[src/rtl/morra_partita.sv]
// Match controller for two-player morra cinese: judges one round per clock,
// keeps round count and scores, applies the no-repeat rule and decides the match.
module morra_partita #(
   parameter int MIN_MANCHE = 4,
   parameter int CNT_W      = 5,
   parameter int LEAD       = 2,
   parameter int NO_REPEAT  = 1
) (
   input  logic             clk,
   input  logic             inizio,
   input  logic [1:0]       primo,
   input  logic [1:0]       secondo,
   output logic [1:0]       manche,
   output logic [1:0]       partita,
   output logic [CNT_W-1:0] conteggio
);

   typedef enum logic {GIOCO = 1'b0, FINE = 1'b1} state_t;

   localparam logic [1:0]       RES_NONE = 2'b00;
   localparam logic [1:0]       RES_P2   = 2'b01;
   localparam logic [1:0]       RES_P1   = 2'b10;
   localparam logic [1:0]       RES_DRAW = 2'b11;
   localparam logic [CNT_W-1:0] MIN_C    = CNT_W'(MIN_MANCHE);
   localparam logic [CNT_W-1:0] LEAD_C   = CNT_W'(LEAD);
   localparam logic             NR_EN    = (NO_REPEAT != 0);

   // a beats b: carta over sasso, sasso over forbice, forbice over carta
   function automatic logic beats(input logic [1:0] a, input logic [1:0] b);
      return ((a == 2'b10) && (b == 2'b01)) ||
             ((a == 2'b01) && (b == 2'b11)) ||
             ((a == 2'b11) && (b == 2'b10));
   endfunction

   function automatic logic [CNT_W-1:0] abs_diff(input logic [CNT_W-1:0] a,
                                                 input logic [CNT_W-1:0] b);
      return (a >= b) ? (a - b) : (b - a);
   endfunction

   state_t           r_state;
   logic [CNT_W-1:0] r_max;
   logic [CNT_W-1:0] r_cnt;
   logic [CNT_W-1:0] r_s1;
   logic [CNT_W-1:0] r_s2;
   logic             r_mem_vld;
   logic             r_mem_p1;
   logic [1:0]       r_mem_move;
   logic [1:0]       r_manche;
   logic [1:0]       r_partita;

   state_t           w_state_nxt;
   logic [CNT_W-1:0] w_cnt_nxt;
   logic [CNT_W-1:0] w_s1_nxt;
   logic [CNT_W-1:0] w_s2_nxt;
   logic             w_mem_vld_nxt;
   logic             w_mem_p1_nxt;
   logic [1:0]       w_mem_move_nxt;
   logic [1:0]       w_manche_nxt;
   logic [1:0]       w_partita_nxt;
   logic             w_repeat;
   logic [1:0]       w_res;
   logic             w_end;

   // Round judgement on the raw moves, including the no-repeat veto
   always_comb begin
      w_repeat = NR_EN && r_mem_vld &&
                 (r_mem_p1 ? (primo == r_mem_move) : (secondo == r_mem_move));
      if ((primo == 2'b00) || (secondo == 2'b00) || w_repeat) begin
         w_res = RES_NONE;
      end else if (primo == secondo) begin
         w_res = RES_DRAW;
      end else if (beats(primo, secondo)) begin
         w_res = RES_P1;
      end else begin
         w_res = RES_P2;
      end
   end

   always_comb begin
      w_state_nxt    = r_state;
      w_cnt_nxt      = r_cnt;
      w_s1_nxt       = r_s1;
      w_s2_nxt       = r_s2;
      w_mem_vld_nxt  = r_mem_vld;
      w_mem_p1_nxt   = r_mem_p1;
      w_mem_move_nxt = r_mem_move;
      w_manche_nxt   = RES_NONE;
      w_partita_nxt  = r_partita;
      w_end          = 1'b0;

      if ((r_state == GIOCO) && (w_res != RES_NONE)) begin
         w_cnt_nxt    = r_cnt + CNT_W'(1);
         w_manche_nxt = w_res;
         if (w_res == RES_DRAW) begin
            w_mem_vld_nxt = 1'b0;
         end else begin
            if (w_res == RES_P1) begin
               w_s1_nxt = r_s1 + CNT_W'(1);
            end else begin
               w_s2_nxt = r_s2 + CNT_W'(1);
            end
            w_mem_vld_nxt  = 1'b1;
            w_mem_p1_nxt   = (w_res == RES_P1);
            w_mem_move_nxt = (w_res == RES_P1) ? primo : secondo;
         end

         // End check sees this round's updated count and scores
         w_end = (w_cnt_nxt == r_max) ||
                 ((w_cnt_nxt >= MIN_C) && (abs_diff(w_s1_nxt, w_s2_nxt) >= LEAD_C));
         if (w_end) begin
            w_state_nxt = FINE;
            if (w_s1_nxt > w_s2_nxt) begin
               w_partita_nxt = RES_P1;
            end else if (w_s2_nxt > w_s1_nxt) begin
               w_partita_nxt = RES_P2;
            end else begin
               w_partita_nxt = RES_DRAW;
            end
         end
      end
   end

   // inizio both resets and latches the round budget from the moves
   always_ff @(posedge clk) begin
      if (inizio) begin
         r_state    <= GIOCO;
         r_max      <= MIN_C + CNT_W'({primo, secondo});
         r_cnt      <= '0;
         r_s1       <= '0;
         r_s2       <= '0;
         r_mem_vld  <= 1'b0;
         r_mem_p1   <= 1'b0;
         r_mem_move <= 2'b00;
         r_manche   <= RES_NONE;
         r_partita  <= RES_NONE;
      end else begin
         r_state    <= w_state_nxt;
         r_cnt      <= w_cnt_nxt;
         r_s1       <= w_s1_nxt;
         r_s2       <= w_s2_nxt;
         r_mem_vld  <= w_mem_vld_nxt;
         r_mem_p1   <= w_mem_p1_nxt;
         r_mem_move <= w_mem_move_nxt;
         r_manche   <= w_manche_nxt;
         r_partita  <= w_partita_nxt;
      end
   end

   assign manche    = r_manche;
   assign partita   = r_partita;
   assign conteggio = r_cnt;

endmodule

[config.mk]
export PLATFORM = sky130hd
export DESIGN_NAME = morra_partita
export DESIGN_NICKNAME = d
export VERILOG_FILES = /design/src/rtl/morra_partita.sv
export SDC_FILE = /design/constraint.sdc
export NUM_CORES = 1
export LEC_CHECK = 0
export BUFFER_PORTS_ARGS = -buffer_cell sky130_fd_sc_hd__buf_2
export CAP_MARGIN = 20
export CORE_MARGIN = 4
export CORE_UTILIZATION = 60
export CTS_BUF_LIST = sky130_fd_sc_hd__clkbuf_4
export CTS_CLUSTER_SIZE = 14
export DETAILED_ROUTE_END_ITERATION = 10
export GPL_TIMING_DRIVEN = 0
export HOLD_SLACK_MARGIN = 0.03
export PLACE_DENSITY_LB_ADDON = 0.1
export SLEW_MARGIN = 5
export SYNTH_ARGS = -nofsm -noshare
export SYNTH_HDL_FRONTEND = slang
export SYNTH_SLANG_ARGS = --single-unit
[constraint.sdc]
create_clock -name clk -period 6.3 [get_ports clk]
set_clock_uncertainty 0.05 [all_clocks]
set_input_delay 1.26 -clock clk [delete_from_list [all_inputs] [get_ports clk]]
set_output_delay 1.26 -clock clk [all_outputs]
set_load 0.005 [all_outputs]
==> out/qor.csv <==
metric,value,unit
status,finished clean,
TritonRoute pass-1 iters,4,
FMAX,186,MHz
post-synthesis instance area,2260,sq um
Synth area leader,dfxtp_1,
Max-cap violations,0,
H-tree depth,2,
post-synthesis mux area share,0.0515,
total gr overflow,0,
first-pass GRT wire length,8.25,mm
number of global-route vias before repair,1773,
number of synthesized flops with an enable pin,5,
total setup buffers inserted after CTS,0,
Simple-Gate Fraction of Synth Area,0.221,
GRT Total Usage,0.210,
Critical Path Sink,partita[0]$_SDFFE_PP0P_,
"Top FF cell, synth",dfxtp_1,
Power per Cell Area,258,nW/um^2
port bufs,14,
"Clk Latency, worst-skew pair",0.34,ns
main combinational cell family by area after synthesis,simple AND/OR/NAND/NOR gates,
DRC viols,0,
final worst path period need,5.37,ns
largest net degree at the start of global routing,11,
vias per cell,5.71,
Worst EP required,6.48,ns
Hold Path Class,flop to flop,
# rows,22,
Layout Nets,304,
worst path cell trace,"buf_2, buf_6, mux2i_1, xnor2_1, o31a_1, nand2_1, mux2i_1, inv_1, ha_1, nor2b_1, o21ai_0, nand2b_1, or4_1, mux2_2, a22oi_1, o21ai_0, o21ai_2, mux2_1",
RSZ-0062 raised after global routing,no,
Leakage,0.00106,uW
async set or reset register ratio after synthesis,0,
crit path capture type,flop,
clock-pin slew on the worst setup and hold paths,0.10,ns
setup TNS,0,ns
initial antenna violation count,0,
number of hold buffers added after cts,0,
crit path kind,input pin to flop,
Max-slew headroom,0.356,
WHS,0.444,ns
Synth Area in XOR/XNOR,0.116,
FF-to-FF End,partita[0]$_SDFFE_PP0P_,
Initial Util,0.617,
Seq cells post-synth,29,
measured slew at the worst slew-check pin,0.953,ns
die area,4810,sq um
Final setup viols,0,
initial DRC count,98,
Routed Antenna Nets,0,
share of cells above drive strength 1,0.145,
CTS tree,yes,
Layout area overhead,9.25,%
DRT Wirelength,4.87,mm
DIE WIDTH,69.4,um
Core Box Area,3660,sq um
CP startpoint,secondo[0],
main area contributors after synthesis,"dfxtp_1, ha_1, edfxtp_1",
vias after detailed routing,1883,
Num CTS Buffers,5,
Syn Nets,283,
top cell type's share of synthesized area,0.213,
crit-path max cell delay,0.48,ns
r2r setup slk,1.60,ns
CP startpoint kind,input pin,
post-synthesis sequential area ratio,0.279,
Die H,69.4,um
DR WL/cell,14.8,um
Final Hold Fails,0,
ant diodes,0,
Top-Level Pins,15,
max-slew violation count,0,
GP Congestion,0.916,
length in cells of the worst reg-to-reg path,16,
compound-cell area share of the yosys netlist,0.176,
Critical-path top delay cell,or4_1,
Yosys cell types,59,
arrival time worst endpoint,5.56,ns
YS warnings,0,
CP max FO,6,
CTS max path bufs,2,
fin crit share,0.853,
synthesized instance count,260,
CTS root buffer,clkbuf_4,
clock sink count,29,
Max VDD drop,0.127,mV
worst reg2reg startpoint,r_mem_p1$_SDFFE_PP0P_,
DP HPWL,3.77,mm
CTS resizes,0,
adder-cell share of the synthesized area,0.101,
Syn Area/Cell,8.69,sq um
[cell usage after synthesis, types with 2 or more instances]
cell type   n
dfxtp_1    24
mux2i_1     4
nor3_1      7
a311oi_1    2
a211oi_1    5
and2_1      2
mux2i_2     2
and3_1      2
nand2_1    19
xnor2_1    15
nand2b_1    2
or3_1       3
a21oi_1    10
edfxtp_1    5
o21ai_0    15
nand4_1     8
a311o_1     2
xor2_1     15
fa_1        2
ha_1       15
inv_1      16
mux2_2      2
nand3_1     6
and4_1      2
nor2_1     25
nor2b_1     5
buf_6       3
a211o_1     2
clkbuf_1    7
or4_1       2
o211ai_1    3
[where the power goes]
group / switching (uW) / leakage (uW) / internal [uW]
clock network: 68.8 / 0.0000433 / 86.8
registers: 20.8 / 0.000245 / 207
logic: 143 / 0.000767 / 110
[layout make-up]
| class | count | area (sq um) |
|---|---|---|
| Buffer | 11 | 63.8 |
| Clock buffer | 6 | 45.0 |
| Clock inverter | 2 | 33.8 |
| Fill cell | 319 | 1190 |
| Inverter | 16 | 60.1 |
| Multi-Input combinational cell | 204 | 1500 |
| Sequential cell | 29 | 631 |
| Tap cell | 48 | 60.1 |
| Timing Repair Buffer | 14 | 70.1 |
[sequential cells by signal (all words and copies together) (netlist names)]
register and count:
conteggio 5, r_max 5, r_s1 5, r_s2 5
manche 2, partita 2, r_mem_move 2, r_mem_p1 1
r_mem_vld 1, r_state 1
[critical path: cells and delay by family]
| family | cells | cell delay [ns] |
|---|---|---|
| XOR/XNOR | 1 | 0.17 |
| AO/OA/AOI/OAI | 5 | 1.07 |
| multiplexers | 4 | 1.31 |
| adder cells (fa/ha/maj) | 1 | 0.34 |
| buffers and inverters | 3 | 0.39 |
| AND/OR/NAND/NOR | 4 | 1.01 |
[cell families (layout without fill, tap and decap cells)]
kind of cell	after synthesis	count (layout)
AO/OA/AOI/OAI	55	55
XOR/XNOR	30	30
adder cells (fa/ha/maj)	17	17
buffers and inverters	27	49
flip-flops	29	29
multiplexers	10	10
AND/OR/NAND/NOR	92	92
[worst min-delay path by stage]
stage | from | to | slack, ns | cells after the start
global route | r_state$_SDFFE_PP0P_ | r_state$_SDFFE_PP0P_ | 0.47 | 2
CTS | r_state$_SDFFE_PP0P_ | r_state$_SDFFE_PP0P_ | 0.44 | 2
detailed placement | r_state$_SDFFE_PP0P_ | r_state$_SDFFE_PP0P_ | 0.43 | 2
floorplan | r_state$_SDFFE_PP0P_ | r_state$_SDFFE_PP0P_ | 0.41 | 2
global placement | partita[1]$_SDFFE_PP0P_ | partita[1]$_SDFFE_PP0P_ | 0.42 | 2
finish | r_state$_SDFFE_PP0P_ | r_state$_SDFFE_PP0P_ | 0.44 | 2
[layout by cell type (no fill, tap or decap), types with 2 or more instances in the layout]
cell / Yosys / final
mux2i_1: 4 / 4
nor3_1: 7 / 7
o211ai_1: 3 / 3
o21ai_0: 15 / 15
buf_2: 0 / 14
and2_1: 2 / 2
inv_1: 16 / 16
buf_6: 3 / 3
nor2b_1: 5 / 5
a21oi_1: 10 / 10
edfxtp_1: 5 / 5
a311o_1: 2 / 2
or4_1: 2 / 2
a211o_1: 2 / 2
nand2b_1: 2 / 2
and4_1: 2 / 2
a311oi_1: 2 / 2
fa_1: 2 / 2
mux2_2: 2 / 2
dfxtp_1: 24 / 24
nand4_1: 8 / 8
and3_1: 2 / 2
nor2_1: 25 / 25
clkbuf_4: 0 / 6
xor2_1: 15 / 15
xnor2_1: 15 / 15
nand2_1: 19 / 19
clkbuf_1: 7 / 7
nand3_1: 6 / 6
ha_1: 15 / 15
a211oi_1: 5 / 5
mux2i_2: 2 / 2
or3_1: 3 / 3
[metal layers]
layer,GRT usage,vias to the layer above,part of all wire,wire (um)
met5,0,-,0,0
li1,-,975,-,-
met4,0.0716,0,0.018,86
met1,0.289,867,0.51,2460
met3,0.0478,9,0.029,142
met2,0.324,32,0.45,2180
[through the flow]
stage	utilization	cells	power, uW	setup WS, ns	instance area, sq um
detailed placement	0.652	322	483	0.614	2390
CTS	0.674	330	639	0.970	2470
floorplan	-	260	426	1.31	2260
finish	0.674	330	636	0.929	2470
global route	0.674	330	681	0.564	2470
global placement	0.652	322	478	0.677	2390
Power figures use the tool's default switching activity.
